**config.mk**
```make
export PLATFORM = sky130hd
export DESIGN_NAME = mult_div_unit_flat
export DESIGN_NICKNAME = d
export VERILOG_FILES = /design/src/rtl/mips_pkg.sv /design/src/rtl/mult_div_unit_if.sv /design/src/rtl/mult_div_unit_step.sv /design/src/rtl/mult_div_unit.sv /design/src/flat_wrapper.sv
export SDC_FILE = /design/constraint.sdc
export NUM_CORES = 1
export LEC_CHECK = 0
export CAP_MARGIN = 20
export CORE_AREA = 3 3 186 188
export CTS_CLUSTER_SIZE = 8
export DETAILED_ROUTE_END_ITERATION = 12
export DIE_AREA = 0 0 189 191
export DONT_BUFFER_PORTS = 1
export HOLD_SLACK_MARGIN = 0.1
export PLACE_DENSITY = 0.72
export SETUP_SLACK_MARGIN = 0.15
export SYNTH_ARGS = -nofsm -noshare
export SYNTH_HDL_FRONTEND = slang
export SYNTH_SLANG_ARGS = --single-unit
```
**constraint.sdc**
```tcl
create_clock -name clk -period 5.82 [get_ports clk]
set_input_delay 0.291 -clock clk [delete_from_list [all_inputs] [get_ports clk]]
set_output_delay 0.291 -clock clk [all_outputs]
set_load 0.02 [all_outputs]
```
**src/rtl/mips_pkg.sv**
```systemverilog
// Shared MIPS definitions: multiply/divide FSM states, unit sizing and the funct codes
// the control unit decodes into MultControl/DivControl.
package mips_pkg;

  localparam int unsigned MD_WIDTH = 32;
  localparam int unsigned MD_CNT_W = 5;

  typedef enum logic [1:0] {
    IDLE = 2'd0,
    MULT = 2'd1,
    DIV  = 2'd2,
    DONE = 2'd3
  } md_state_e;

  localparam logic [5:0] FUNCT_MULT  = 6'h18;
  localparam logic [5:0] FUNCT_MULTU = 6'h19;
  localparam logic [5:0] FUNCT_DIV   = 6'h1A;
  localparam logic [5:0] FUNCT_DIVU  = 6'h1B;

endpackage

```
**src/rtl/mult_div_unit_if.sv**
```systemverilog
// Start/operand/result bundle between the control unit and mult_div_unit.
// MULT_DIV_UNSIGNED_EN adds the is_unsigned select sampled with the start strobe.
interface mult_div_unit_if #(
  parameter int unsigned WIDTH = 32
);
  logic             MultControl;
  logic             DivControl;
  logic [WIDTH-1:0] a;
  logic [WIDTH-1:0] b;
  logic [WIDTH-1:0] hi;
  logic [WIDTH-1:0] lo;
  logic             busy;
  logic             done;
  logic             div_zero;
`ifdef MULT_DIV_UNSIGNED_EN
  logic             is_unsigned;

  modport master (
    output MultControl, DivControl, a, b, is_unsigned,
    input  hi, lo, busy, done, div_zero
  );
  modport slave (
    input  MultControl, DivControl, a, b, is_unsigned,
    output hi, lo, busy, done, div_zero
  );
`else
  modport master (
    output MultControl, DivControl, a, b,
    input  hi, lo, busy, done, div_zero
  );
  modport slave (
    input  MultControl, DivControl, a, b,
    output hi, lo, busy, done, div_zero
  );
`endif
endinterface

```
**src/rtl/mult_div_unit_step.sv**
```systemverilog
// One iteration of the multiply/divide datapath: Booth (or plain shift-add) step or one
// restoring-divide quotient bit. Accumulator layout is {upper, lower, booth_prev}.
module md_datapath_step #(
  parameter int unsigned WIDTH = 32
) (
  input  logic               is_div,
  input  logic               is_signed,
  input  logic [WIDTH-1:0]   m,
  input  logic [2*WIDTH:0]   acc,
  output logic [2*WIDTH:0]   acc_next
);

  logic [WIDTH-1:0] upper;
  logic [WIDTH-1:0] lower;
  logic             q_prev;
  logic [WIDTH:0]   m_ext;
  logic [WIDTH:0]   up_ext;
  logic [WIDTH:0]   sum;
  logic [WIDTH:0]   rem_sh;
  logic [WIDTH:0]   diff;

  always_comb begin
    upper  = acc[2*WIDTH:WIDTH+1];
    lower  = acc[WIDTH:1];
    q_prev = acc[0];

    // One guard bit keeps upper +/- m exact, including for the most negative multiplicand
    m_ext  = {is_signed & m[WIDTH-1], m};
    up_ext = {is_signed & upper[WIDTH-1], upper};
    sum    = up_ext;
    if (is_signed) begin
      if (lower[0] && !q_prev) begin
        sum = up_ext - m_ext;
      end else if (!lower[0] && q_prev) begin
        sum = up_ext + m_ext;
      end
    end else if (lower[0]) begin
      sum = up_ext + m_ext;
    end

    rem_sh = {upper, lower[WIDTH-1]};
    diff   = rem_sh - {1'b0, m};

    if (is_div) begin
      if (diff[WIDTH]) begin
        acc_next = {rem_sh[WIDTH-1:0], lower[WIDTH-2:0], 1'b0, 1'b0};
      end else begin
        acc_next = {diff[WIDTH-1:0], lower[WIDTH-2:0], 1'b1, 1'b0};
      end
    end else begin
      acc_next = {sum, acc[WIDTH:1]};
    end
  end

endmodule

```
**src/rtl/mult_div_unit.sv**
```systemverilog
// Iterative multiply/divide unit producing HI/LO for MFHI/MFLO, one bit per cycle.
// MULT_DIV_UNSIGNED_EN enables MULTU/DIVU via bus.is_unsigned; otherwise all ops are signed.
module mult_div_unit
  import mips_pkg::*;
#(
  parameter int unsigned WIDTH = MD_WIDTH,
  parameter int unsigned CNT_W = MD_CNT_W
) (
  input  logic           clk,
  input  logic           reset,
  mult_div_unit_if.slave bus
);

  md_state_e        state_q, state_d;
  logic [CNT_W-1:0] cnt_q, cnt_d;
  logic [2*WIDTH:0] acc_q, acc_d, acc_step;
  logic [WIDTH-1:0] m_q, m_d;
  logic             signed_q, signed_d;
  logic             neg_quo_q, neg_quo_d;
  logic             neg_rem_q, neg_rem_d;
  logic [WIDTH-1:0] hi_q, hi_d, lo_q, lo_d;
  logic             busy_q, busy_d;
  logic             done_q, done_d;
  logic             dz_q, dz_d;
  logic             uns_c;
  logic [WIDTH-1:0] a_abs_c, b_abs_c;
  logic [WIDTH-1:0] quo_c, rem_c;

`ifdef MULT_DIV_UNSIGNED_EN
  assign uns_c = bus.is_unsigned;
`else
  assign uns_c = 1'b0;
`endif

  assign a_abs_c = (!uns_c && bus.a[WIDTH-1]) ? WIDTH'(0) - bus.a : bus.a;
  assign b_abs_c = (!uns_c && bus.b[WIDTH-1]) ? WIDTH'(0) - bus.b : bus.b;

  md_datapath_step #(.WIDTH(WIDTH)) u_step (
    .is_div    (state_q == DIV),
    .is_signed (signed_q),
    .m         (m_q),
    .acc       (acc_q),
    .acc_next  (acc_step)
  );

  assign quo_c = acc_step[WIDTH:1];
  assign rem_c = acc_step[2*WIDTH:WIDTH+1];

  // Next-state, datapath and registered-output logic
  always_comb begin
    state_d   = state_q;
    cnt_d     = cnt_q;
    acc_d     = acc_q;
    m_d       = m_q;
    signed_d  = signed_q;
    neg_quo_d = neg_quo_q;
    neg_rem_d = neg_rem_q;
    hi_d      = hi_q;
    lo_d      = lo_q;
    dz_d      = 1'b0;

    unique case (state_q)
      IDLE: begin
        if (bus.MultControl) begin
          state_d  = MULT;
          cnt_d    = CNT_W'(WIDTH - 1);
          acc_d    = {WIDTH'(0), bus.b, 1'b0};
          m_d      = bus.a;
          signed_d = !uns_c;
        end else if (bus.DivControl) begin
          signed_d  = !uns_c;
          neg_quo_d = !uns_c && (bus.a[WIDTH-1] ^ bus.b[WIDTH-1]);
          neg_rem_d = !uns_c && bus.a[WIDTH-1];
          if (bus.b == WIDTH'(0)) begin
            state_d = DONE;
            dz_d    = 1'b1;
          end else begin
            state_d = DIV;
            cnt_d   = CNT_W'(WIDTH - 1);
            acc_d   = {WIDTH'(0), a_abs_c, 1'b0};
            m_d     = b_abs_c;
          end
        end
      end
      MULT: begin
        acc_d = acc_step;
        cnt_d = cnt_q - CNT_W'(1);
        if (cnt_q == CNT_W'(0)) begin
          state_d = DONE;
          hi_d    = rem_c;
          lo_d    = quo_c;
        end
      end
      DIV: begin
        acc_d = acc_step;
        cnt_d = cnt_q - CNT_W'(1);
        if (cnt_q == CNT_W'(0)) begin
          state_d = DONE;
          hi_d    = neg_rem_q ? WIDTH'(0) - rem_c : rem_c;
          lo_d    = neg_quo_q ? WIDTH'(0) - quo_c : quo_c;
        end
      end
      DONE: begin
        state_d = IDLE;
      end
      default: begin
        state_d = IDLE;
      end
    endcase

    busy_d = (state_d != IDLE);
    done_d = (state_d == DONE);
  end

  always_ff @(posedge clk or negedge reset) begin
    if (!reset) begin
      state_q   <= IDLE;
      cnt_q     <= '0;
      acc_q     <= '0;
      m_q       <= '0;
      signed_q  <= 1'b0;
      neg_quo_q <= 1'b0;
      neg_rem_q <= 1'b0;
      hi_q      <= '0;
      lo_q      <= '0;
      busy_q    <= 1'b0;
      done_q    <= 1'b0;
      dz_q      <= 1'b0;
    end else begin
      state_q   <= state_d;
      cnt_q     <= cnt_d;
      acc_q     <= acc_d;
      m_q       <= m_d;
      signed_q  <= signed_d;
      neg_quo_q <= neg_quo_d;
      neg_rem_q <= neg_rem_d;
      hi_q      <= hi_d;
      lo_q      <= lo_d;
      busy_q    <= busy_d;
      done_q    <= done_d;
      dz_q      <= dz_d;
    end
  end

  assign bus.hi       = hi_q;
  assign bus.lo       = lo_q;
  assign bus.busy     = busy_q;
  assign bus.done     = done_q;
  assign bus.div_zero = dz_q;

endmodule

```
**src/flat_wrapper.sv**
```systemverilog
// flat-port wrapper written by rule: the top's interface ports become plain ports
module mult_div_unit_flat import mips_pkg::*;
#(
  parameter int unsigned WIDTH = MD_WIDTH,
  parameter int unsigned CNT_W = MD_CNT_W
)
  (clk, reset, bus_MultControl, bus_DivControl, bus_a, bus_b, bus_hi, bus_lo, bus_busy, bus_done, bus_div_zero);
  mult_div_unit_if #(.WIDTH(WIDTH)) bus_i ();
  input  logic clk;
  input  logic reset;
  input wire logic [$bits(bus_i.MultControl)-1:0] bus_MultControl;
  input wire logic [$bits(bus_i.DivControl)-1:0] bus_DivControl;
  input wire logic [$bits(bus_i.a)-1:0] bus_a;
  input wire logic [$bits(bus_i.b)-1:0] bus_b;
  output wire logic [$bits(bus_i.hi)-1:0] bus_hi;
  output wire logic [$bits(bus_i.lo)-1:0] bus_lo;
  output wire logic [$bits(bus_i.busy)-1:0] bus_busy;
  output wire logic [$bits(bus_i.done)-1:0] bus_done;
  output wire logic [$bits(bus_i.div_zero)-1:0] bus_div_zero;
  assign bus_i.MultControl = bus_MultControl;
  assign bus_i.DivControl = bus_DivControl;
  assign bus_i.a = bus_a;
  assign bus_i.b = bus_b;
  assign bus_hi = bus_i.hi;
  assign bus_lo = bus_i.lo;
  assign bus_busy = bus_i.busy;
  assign bus_done = bus_i.done;
  assign bus_div_zero = bus_i.div_zero;
  mult_div_unit #(.WIDTH(WIDTH), .CNT_W(CNT_W)) u_core (.clk(clk), .reset(reset), .bus(bus_i));
endmodule
```
* Word level (Yosys, flattened, before mapping)
Index checks and enable logic that the tools add are counted.
Word-level totals: input bits 68, register bits 174
Cells by class: bitwise gates (word level) 4, add/subtract/negate cells 8, reduce and logical (&&, ||, !) cells 17, muxes and demuxes 38, equality and inequality tests 9
Operators with widths (count):
- 32-bit 2-to-1 mux | 11
- 65-bit 2-to-1 mux | 5
- 33-bit 2-to-1 mux | 4
- 65-bit one-hot mux with 2 select lines | 1
- 32-bit one-hot mux with 2 select lines | 2
- 1-bit by 32-bit subtractor with 32-bit output, first input constant | 4
- 33-bit adder | 1
- 33-bit by 32-bit subtractor with 33-bit output | 1
- 33-bit subtractor | 1
- 32-bit logical NOT | 1
- 5-bit 2-to-1 mux | 3
- 3-bit AND reduction | 4
- 5-bit one-hot mux with 2 select lines | 1
- 2-bit nonzero test | 4
- 1-bit 2-to-1 mux | 7
- 2-bit == test, second input constant | 3
- 2-bit 2-to-1 mux | 3
- 3-bit != test, second input constant | 2
- 2-bit one-hot mux with 3 select lines | 1
- 5-bit logical NOT | 1
- 5-bit by 1-bit subtractor with 5-bit output, second input constant | 1
- 2-bit by 1-bit != test with 1-bit output, second input constant | 2
- 1-bit bitwise AND | 2
- 2-bit by 1-bit == test with 1-bit output, second input constant | 1
- other kinds (8) | 10

* Logic depth before layout (Yosys ltp)
Gate-level depths: netlist of run 1.
word-level depth 10, mapped depth 22

* By module
From an unflattened synthesis of run 1, not the netlist that was laid out.
Second synthesis, totals: cells, all modules 2398, area total of the unflattened synthesis 18253.8 µm²
By module, submodules not included:
- mult_div_unit | seq. area each 4354.2 µm², instances 1, cells each 1200, area each 10303.6 µm²
- md_datapath_step | seq. area each 0.0 µm², instances 1, cells each 1198, area each 7950.1 µm²

* Worst setup path before layout of run 1
Ideal clock, no wire load.
path type reg2reg, from register u_core.m_q[1], to register u_core.hi_q[28] (netlist: u_core.bus.hi[28]), setup slack 1.457 ns, setup time 0.064 ns, arrival 4.298 ns, cell stages (with the launch flop) 17, cells stage by stage dfrtp_1 -> inv_1 -> ha_1 -> nand2b_4 -> a2111o_1 -> a2111oi_4 -> nor2_2 -> a221o_1 -> a221oi_2 -> a31oi_2 -> a2111oi_4 -> nand4_2 -> or2_1 -> buf_6 -> or4_1 -> a31oi_1 -> a21o_1
On the way: word-level cells in the longest chain between the ends 9, elaborated cells between the ends (all ways) 14, those cells by class add/sub (4); mux (10)
RTL lines:
- start: declaration | RTL line mult_div_unit.sv:17 | logic [WIDTH-1:0] m_q, m_d;
- start signal: assignment | RTL line mult_div_unit.sv:133 | m_q <= m_d;
- 33-bit adder | RTL line mult_div_unit_step.sv:35, mult_div_unit_step.sv:38
- 33-bit 2-to-1 mux | RTL line mult_div_unit_step.sv:34 | end else if (!lower[0] && q_prev) begin
- 33-bit 2-to-1 mux | RTL line mult_div_unit_step.sv:32 | if (lower[0] && !q_prev) begin
- 33-bit 2-to-1 mux | RTL line mult_div_unit_step.sv:31 | if (is_signed) begin
- 65-bit 2-to-1 mux (*) | RTL line mult_div_unit_step.sv:44 | if (is_div) begin
- 1-bit by 32-bit subtractor with 32-bit output | RTL line mult_div_unit.sv:99 | hi_d = neg_rem_q ? WIDTH'(0) - rem_c : rem_c;
- 32-bit 2-to-1 mux | RTL line mult_div_unit.sv:99
- 32-bit 2-to-1 mux | RTL line mult_div_unit.sv:97 | if (cnt_q == CNT_W'(0)) begin
- 32-bit one-hot mux with 2 select lines (*) | RTL line mult_div_unit.sv:62 | unique case (state_q)
- end signal: assignment | RTL line mult_div_unit.sv:137 | hi_q <= hi_d;
- end: declaration | RTL line mult_div_unit.sv:21 | logic [WIDTH-1:0] hi_q, hi_d, lo_q, lo_d;
Every way passes the cells marked *; elsewhere a longest branch is shown, timed or not. The select of a mux whose other input is x is not followed. A chain may end at the register's enable or synchronous reset.

* Worst setup path in the final report of run 1
from register u_core.m_q[0], to register u_core.lo_q[28] (netlist: u_core.bus.lo[28])
On the way: word-level cells in the longest chain between the ends 7
RTL lines:
- 33-bit by 32-bit subtractor with 33-bit output | RTL line mult_div_unit_step.sv:42 | diff = rem_sh - {1'b0, m};
- 65-bit 2-to-1 mux | RTL line mult_div_unit_step.sv:45 | if (diff[WIDTH]) begin
- 65-bit 2-to-1 mux | RTL line mult_div_unit_step.sv:44
- 1-bit by 32-bit subtractor with 32-bit output | RTL line mult_div_unit.sv:100 | lo_d = neg_quo_q ? WIDTH'(0) - quo_c : quo_c;
- 32-bit 2-to-1 mux | RTL line mult_div_unit.sv:100
- 32-bit 2-to-1 mux | RTL line mult_div_unit.sv:97
- 32-bit one-hot mux with 2 select lines | RTL line mult_div_unit.sv:62
- end signal: assignment | RTL line mult_div_unit.sv:138 | lo_q <= lo_d;
- end: declaration | RTL line mult_div_unit.sv:21
No other way between the ends. The select of a mux whose other input is x is not followed.

==> out/summary.md, run 1 <==
Setup repair after global routing left no endpoint under its margin. Setup violations remaining at the end of the flow were counted as 0. The run gives 54.2% as the starting density of the core. The flow ran to the end, and the final reports show no timing, DRC or antenna violations. For this run, the leading register cell type out of synthesis is dfrtp_1. Prior to clock tree synthesis, the placed netlist has a worst setup slack of 0.567 ns. The post-synthesis instance total came out at 2406. The worst register-to-register path ends at u_core.bus.lo[28]. Number of buffers added by the clock tree synthesis step: 17. The count of buffer and inverter cells on the critical path came out at 0. The tools report the category of the worst setup path capture point as a flip-flop.

The worst register-to-register path has a depth of 19. Data arrives at the worst endpoint at 5.51 ns. After clock tree synthesis, the clock-pin slew on the worst setup and hold paths is 0.07 ns. The area inside the core boundary is 33300 µm², and the standard-cell row count is 67. Number of buffers between clock root and the deepest sink: 2. The run gives 18100 µm² as the cell area after technology mapping.

The critical path starts at u_core.m_q[0]. The worst hold endpoint is u_core.m_q[0]. Leaving out fill and tap cells, the most frequent cell in the layout is nand2_1. Global routing finished with a remaining overflow of 0.

For the boundary pin count, the log shows 135. Global routing used 39.2% of the available tracks across all layers. The number of antenna diodes in the final layout is 0. The summed negative setup slack over all endpoints was 0 ns; the stage delay of the slowest cell on the critical path was 0.42 ns.

The count of flip-flops with a built-in enable after synthesis is 0. The routed wire length per instance works out to 25.4 µm. For this block, the initial DRC count from the detailed router was 1680.

Traced cell by cell, the critical path runs through ha_1, fa_1, nand2b_1, a21oi_1, o2111ai_1, o211ai_4, a31oi_4, nand2_2, nor2_1, a21oi_1, ha_1, nand3_1, or2_2, nand2b_1, nor3_1, and3_1, a21oi_1, xor2_1, o21ai_0. In the layout the commonest cells are 331 x nand2_1, 231 x o21ai_0, 219 x a21oi_1. The tools report the max-slew violation count as 0. The run gives 1 as the number of antenna violations at the first check in global routing. In the final layout, the share of cells above drive strength 1 is 7.94%. Count of H-tree levels built during CTS: 4.

The worst setup path is launched from a flip-flop. In this run the critical register-to-register path is launched from u_core.m_q[0]. The setup check on the worst reg-to-reg path leaves a slack of 0.62 ns.

After detailed routing, the number of remaining DRC violations is 0. The startpoint identified for the worst hold timing path is bus_a[0]. Critical-path cell with the highest stage delay: dfrtp_1.

The Yosys step of the flow raised 0 warnings. The tools report the final standard cell area without fillers as 19600 µm². The maximum fanout along the worst path was 17. TritonCTS built the clock tree.

Counting flops and latches in the post-synthesis netlist gives 174. The final critical delay including setup and external delays was 5.20 ns. The tightest min-delay check is of the input port to flip-flop type. Once detail routing completed, the nets flagged for antenna violations numbered 0. The first detailed-routing pass took 8 iterations.

Counting distinct cell types in the post-synthesis netlist gives 101. The net count of the mapped netlist is 2582, and the number of failing hold endpoints at the final stage is 0. Kind of critical path: flip-flop to flip-flop. The detail-routed via count per cell works out to 6.66. At the later pin of the worst-skew pair, clock insertion delay measures 0.46 ns.

In the finished design, the share of the clock period the worst path needs comes to 89.4%. CTS placed an instance of clkbuf_16 at the clock tree root. The maximum number of pins on one net before global-route repair is 175, and the floorplan die height is 191 µm. In this design, the critical path's most frequently occurring cell is a21oi_1. The die covers 36100 µm². The count of vias placed by the detailed router is 18900. The TritonCTS sink count is 174. The worst hold path stage count came out at 2. Detailed placement ended at an HPWL of 55.8 mm. The tools report the worst max-slew margin expressed relative to the limit as 9.32%. The number of buffers added on ports was 0.

In the synthesized netlist the async set-or-reset flop fraction comes to 100%. Routability-driven placement finished with a final weighted congestion of 1.06. The final wirelength was 72.3 mm. For this run, the top clock speed supported by timing is 0.192 GHz.

The area added between synthesis and finish is 8.30%, and the total number of nets in the final design is 2557. The mean area per synthesized cell is 7.50 µm². The max-cap check violation count is 0, and the slew at the pin with the worst max-slew slack is 1.36 ns. After layout, the worst setup slack is 0.616 ns. Broken down by cell family, the worst path's largest delay share belongs to simple AND/OR/NAND/NOR gates. The tools report the placed standard-cell area as 18600 µm².

The chip width came out at 189 µm. For this run, the register share of the synthesized area comes to 24.1%. STA puts the critical path data required time at 6.12 ns. Fill cells in the final layout number 3114.

Across the routed clock network, the largest skew measured is 0.0194 ns. The number of global-route vias before repair was 18000; the wire length of the first global-routing pass was 108 mm.
## registers in the layout (all words and copies together), names as in the netlist, 2 cells and up
signal and flops:
u_core.state_q 2, u_core.cnt_q 5, u_core.bus.lo 32, u_core.acc_q 65, u_core.m_q 32, u_core.bus.hi 32
## routing by layer
layer	GRT usage [%]	part of all wire (%)
met3	8.88	7.9
met2	64.3	46
met1	44.6	37
met5	0	0
met4	30.0	8.7
## kinds of logic (layout without fill, tap and decap cells)
kind of cell,after synthesis,after routing,share of synthesized area [%]
and+or+nand+nor,821,821,21.1
xor gates and xnor gates,159,159,7.71
muxes,67,67,3.92
AOI/OAI and AO/OA,839,839,30.3
buffers and inverters,238,226,5.20
adders and majority gates,108,108,7.61
DFF,174,174,24.1
## how the worst max path moves through the flow
stage | to | slack [ns] | cells past startpoint
global route | u_core.bus.hi[28] | 0.29 | 15
CTS | u_core.bus.lo[28] | 0.54 | 18
finish | u_core.bus.lo[28] | 0.62 | 19
floorplan | u_core.bus.hi[28] | 1.46 | 16
detailed placement | u_core.bus.hi[25] | 0.57 | 14
global placement | u_core.bus.hi[28] | 0.69 | 14
## synth_stat cells (15+ instances only)
library cell    n  area [µm²]
nand2_1       331        1240
o21ai_0       231        1160
a21oi_1       221        1110
nor2_1        190         713
dfrtp_1       174        4350
ha_1          105        1310
clkbuf_1      102         383
inv_1          91         342
xor2_1         90         788
xnor2_1        69         604
nor3_1         49         245
nand3_1        43         215
o31ai_1        43         323
mux2i_1        37         370
mux2_2         30         338
nor2b_1        29         181
a211oi_1       27         203
a21o_1         27         203
buf_2          25         125
a31oi_1        24         150
nand4_1        24         150
nor4_1         24         150
and3_1         23         144
o21ai_1        22         110
o211ai_1       20         150
and2_1         19         119
or3_1          19         119
o21bai_1       17         128
a22o_1         16         140
buf_1          16        60.1
o221ai_1       16         140
a221o_1        15         150
nand2b_1       15        93.8
## stage by stage
stage          hold slack [ns]  instances  util, %
2_1_floorplan         -0.00459       2406        -
3_3_place_gp            0.0166       2775     55.9
3_5_place_dp            0.0151       2775     55.9
4_1_cts                  0.102       2842     58.7
5_1_grt                  0.109       2842     58.7
6_report                 0.115       2842     58.7
## area by class of cell
class                           count  area (µm²)  area share [%]
Multi-Input combinational cell   1994       12800            65.5
Sequential cell                   174        4350            22.3
Tap cell                          448         561            2.87
Inverter                           92         345            1.77
Clock inverter                     13         141           0.723
Clock buffer                       19         443            2.27
Timing Repair Buffer              102         896            4.58
## timing repair
item                                   4_1_cts  5_1_grt
hold buffers                                35        0
setup endpoints to repair                    0        4
setup buffers                                0        0
endpoints found under the hold margin      196        0
gates resized for setup                      0        1
Power of run 1 is left out: the tool's default activity adds up to more than one toggle a clock period on the data nets, which glitch-free logic cannot reach.
==> run 2, diff against run 1 <==
CORE_AREA = 3 3 178 180   (was 3 3 186 188)
DIE_AREA = 0 0 181 183   (was 0 0 189 191)
PLACE_DENSITY = 0.78   (was 0.72)
==> run 2 against run 1 <==
Utilization rose by 6.4 points. Fmax decreased by 1.5%. Via count rose by 5.8%. Hold slack gained 0.024 ns. Clock skew is 0.0058 ns lower. Final cell count decreased by 0.56%. Cell area up 1.1%. Global-route usage rose by 4.0 points. Die area fell by 8.2%. Sequential cell count is the same. Critical endpoint is now u_core.bus.hi[28].
==> out/summary.md, run 2 (synthesis gave the netlist of run 1 again) <==
The run finished with clean final reports. The area added between synthesis and finish is 9.46%. The clock tree root buffer cell is clkbuf_16.

The logs give 19100 (+5.9%) for the number of global-route vias before repair and 20000 (+5.8%) for the count of vias placed by the detailed router. The setup slack of the worst register-to-register path was 0.54 ns (-0.08 ns); the number of routed nets with antenna violations was 0 (unchanged). The number of buffers added by the clock tree synthesis step was 17 (unchanged); the data arrival at the endpoint of the critical path was 5.68 ns (+0.17 ns). The area inside the core boundary is 30300 µm² (-8.8%), and the wire length of the first global-routing pass is 112 mm (+3.5%). For the max-cap check violation count, the log shows 0 (unchanged). The logs give 0.46 ns (about the same) for the clock latency on the worst-skew pair and 0 (unchanged) for the number of setup buffers added after CTS.

The chip width is 181 µm (-4.2%). Number of antenna violations at the first check in global routing: 3 (+2). The critical path startpoint category is a flip-flop. Floorplan die height: 183 µm (-4.2%).

The setup path with the least slack is of type flip-flop to flip-flop. The detail-routed via count per cell is 7.08 (+6.4%), and the number of logic stages on the critical path including buffering is 15 (-4). The tools report the standard-cell row count as 64 (-4.5%). The detailed-route DRC error count is 0 (unchanged).

TritonCTS built the clock tree. The count of H-tree levels built during CTS is 4 (unchanged), and the starting density of the core is 59.5% (+5.2 points). For the number of buffers between clock root and the deepest sink, the log shows 2 (unchanged).

The summed negative setup slack over all endpoints was 0 ns (unchanged); the clock transition at the register clock pins on the worst setup and hold paths after CTS was 0.08 ns (about the same). The tools report the minimum hold slack as 0.139 ns (+0.0240 ns). For the number of violations reported at the end of detailed-routing iteration 0, the log shows 2506 (+49%). The tools report the number of fill cells as 2700 (-13%). Critical path's top delay family: simple AND/OR/NAND/NOR gates. The number of flip-flops under the largest register name works out to 65 (unchanged).

The boundary pin count is 135 (unchanged). The worst hold path begins at bus_MultControl. Detailed-placement wirelength estimate: 56.5 mm (+1.2%). The critical-path cell with the highest stage delay is nor4_2. More flip-flops sit in one register than any other, and that register is u_core.acc_q.

The run gives 0 (unchanged) as the residual overflow from global routing. The run gives 0.0136 ns (-0.00580 ns) as the clock skew. The routed wire length per instance works out to 26.1 µm (+2.6%). The launch point of the worst reg-to-reg path is u_core.m_q[1].

The final critical delay including setup and external delays is 5.28 ns (+0.0783 ns). The run gives 0 (unchanged) as the number of setup violations in the final report. Count of buffer and inverter cells on the critical path: 1 (+1).

The run gives 6.22 ns (+0.10 ns) as the required time at the endpoint of the critical path. The worst hold path terminates at u_core.m_q[14]. The tools report the maximum number of pins on one net before global-route repair as 175 (unchanged). The path class of the tightest hold or removal check is input port to flip-flop. Die footprint: 33100 µm² (-8.2%). The worst max-slew margin expressed relative to the limit was 28.7% (+19 points); the number of buffers added on ports was 0 (unchanged). The maximum fanout along the worst path was 6 (-11). The tools report the total number of nets in the final design as 2593 (+1.4%). The worst setup path is captured at a flip-flop.

The most common cell type on the critical path is or3_1. The fraction of layout cells with a size suffix above 1 came out at 9.34% (+1.4 points). The signal on the critical path passes through inv_1, ha_1, nand2b_4, a2111o_1, a2111oi_4, a21oi_2, nor4_2, nor4_1, or3_1, o221ai_1, nand4_1, or3_1, or4_1, a31oi_1, a21o_1. The max-slew violation count came out at 0 (unchanged).

In the layout the commonest cells are 331 x nand2_1, 231 x o21ai_0, 220 x a21oi_1. The logs give 0 (unchanged) for the number of failing hold endpoints at the final stage and 43.3% (+4.0 points) for the global-route usage over all layers. Count of cells along the worst register-to-register path: 15 (-4). The worst register-to-register path ends at u_core.bus.hi[28].

Setup repair after global routing left no endpoint under its margin. The slew at the pin with the worst max-slew slack came out at 1.07 ns (-0.291 ns). The number of detailed-routing iterations run before antenna repair was 9 (+1); the final wirelength was 73.7 mm (+2.1%). The stage delay of the slowest cell on the critical path is 0.65 ns (+0.23 ns). The total inserted antenna cells is 0 (unchanged).

The part of the cycle the worst path needs was 90.8% (+1.3 points). The achievable frequency came out at 0.189 GHz (-1.5%). The worst hold path stage count came out at 2 (unchanged).

For the last weighted congestion value of the routability-driven placer, the log shows 1.05 (-0.66%). The TritonCTS sink count was 174 (unchanged). Leaving out fill and tap cells, the most frequent cell in the layout is nand2_1.
==> run 2: worst max path at each step <==
| stage | from | slack [ns] | to |
|---|---|---|---|
| after CTS | u_core.m_q[1] | 0.63 | u_core.bus.hi[28] |
| after global placement | u_core.m_q[1] | 0.75 | u_core.bus.hi[28] |
| after global routing | u_core.acc_q[35] | 0.21 | u_core.bus.hi[28] |
| after detailed placement | u_core.m_q[1] | 0.67 | u_core.bus.hi[28] |
| final | u_core.m_q[1] | 0.54 | u_core.bus.hi[28] |
| after floorplan | u_core.m_q[1] | 1.46 | u_core.bus.hi[28] |
==> run 2: what timing repair did <==
item	in CTS	in global routing
resized for setup	0	0
hold endpoints to repair	195	0
hold buffers	36	0
==> run 2: per-layer routing <==
| metal | share of wire (%) | track usage, % |
|---|---|---|
| met5 | 0.030 | 0.286 |
| met4 | 9.3 | 32.1 |
| met3 | 10 | 10.5 |
| met2 | 45 | 69.5 |
| met1 | 36 | 50.5 |
==> run 2: per-stage QoR <==
stage	utilization, %	worst slack, ns	std cells	area (µm²)
2_1_floorplan	-	1.46	2406	18100
4_1_cts	65.1	0.633	2826	19800
5_1_grt	65.1	0.206	2826	19800
6_report	65.1	0.538	2826	19800
3_3_place_gp	62.0	0.754	2758	18800
3_5_place_dp	62.0	0.673	2758	18800
==> run 2: cell type report <==
type	count	area, µm²	area share, %
inverter	92	345	1.75
multi-input combinational	1994	12800	64.8
clock buffer	18	439	2.22
clock inverter	14	141	0.715
sequential	174	4350	22.0
tap	396	495	2.51
timing repair buffer	138	1180	5.98
Power of run 2 is left out for the same reason.
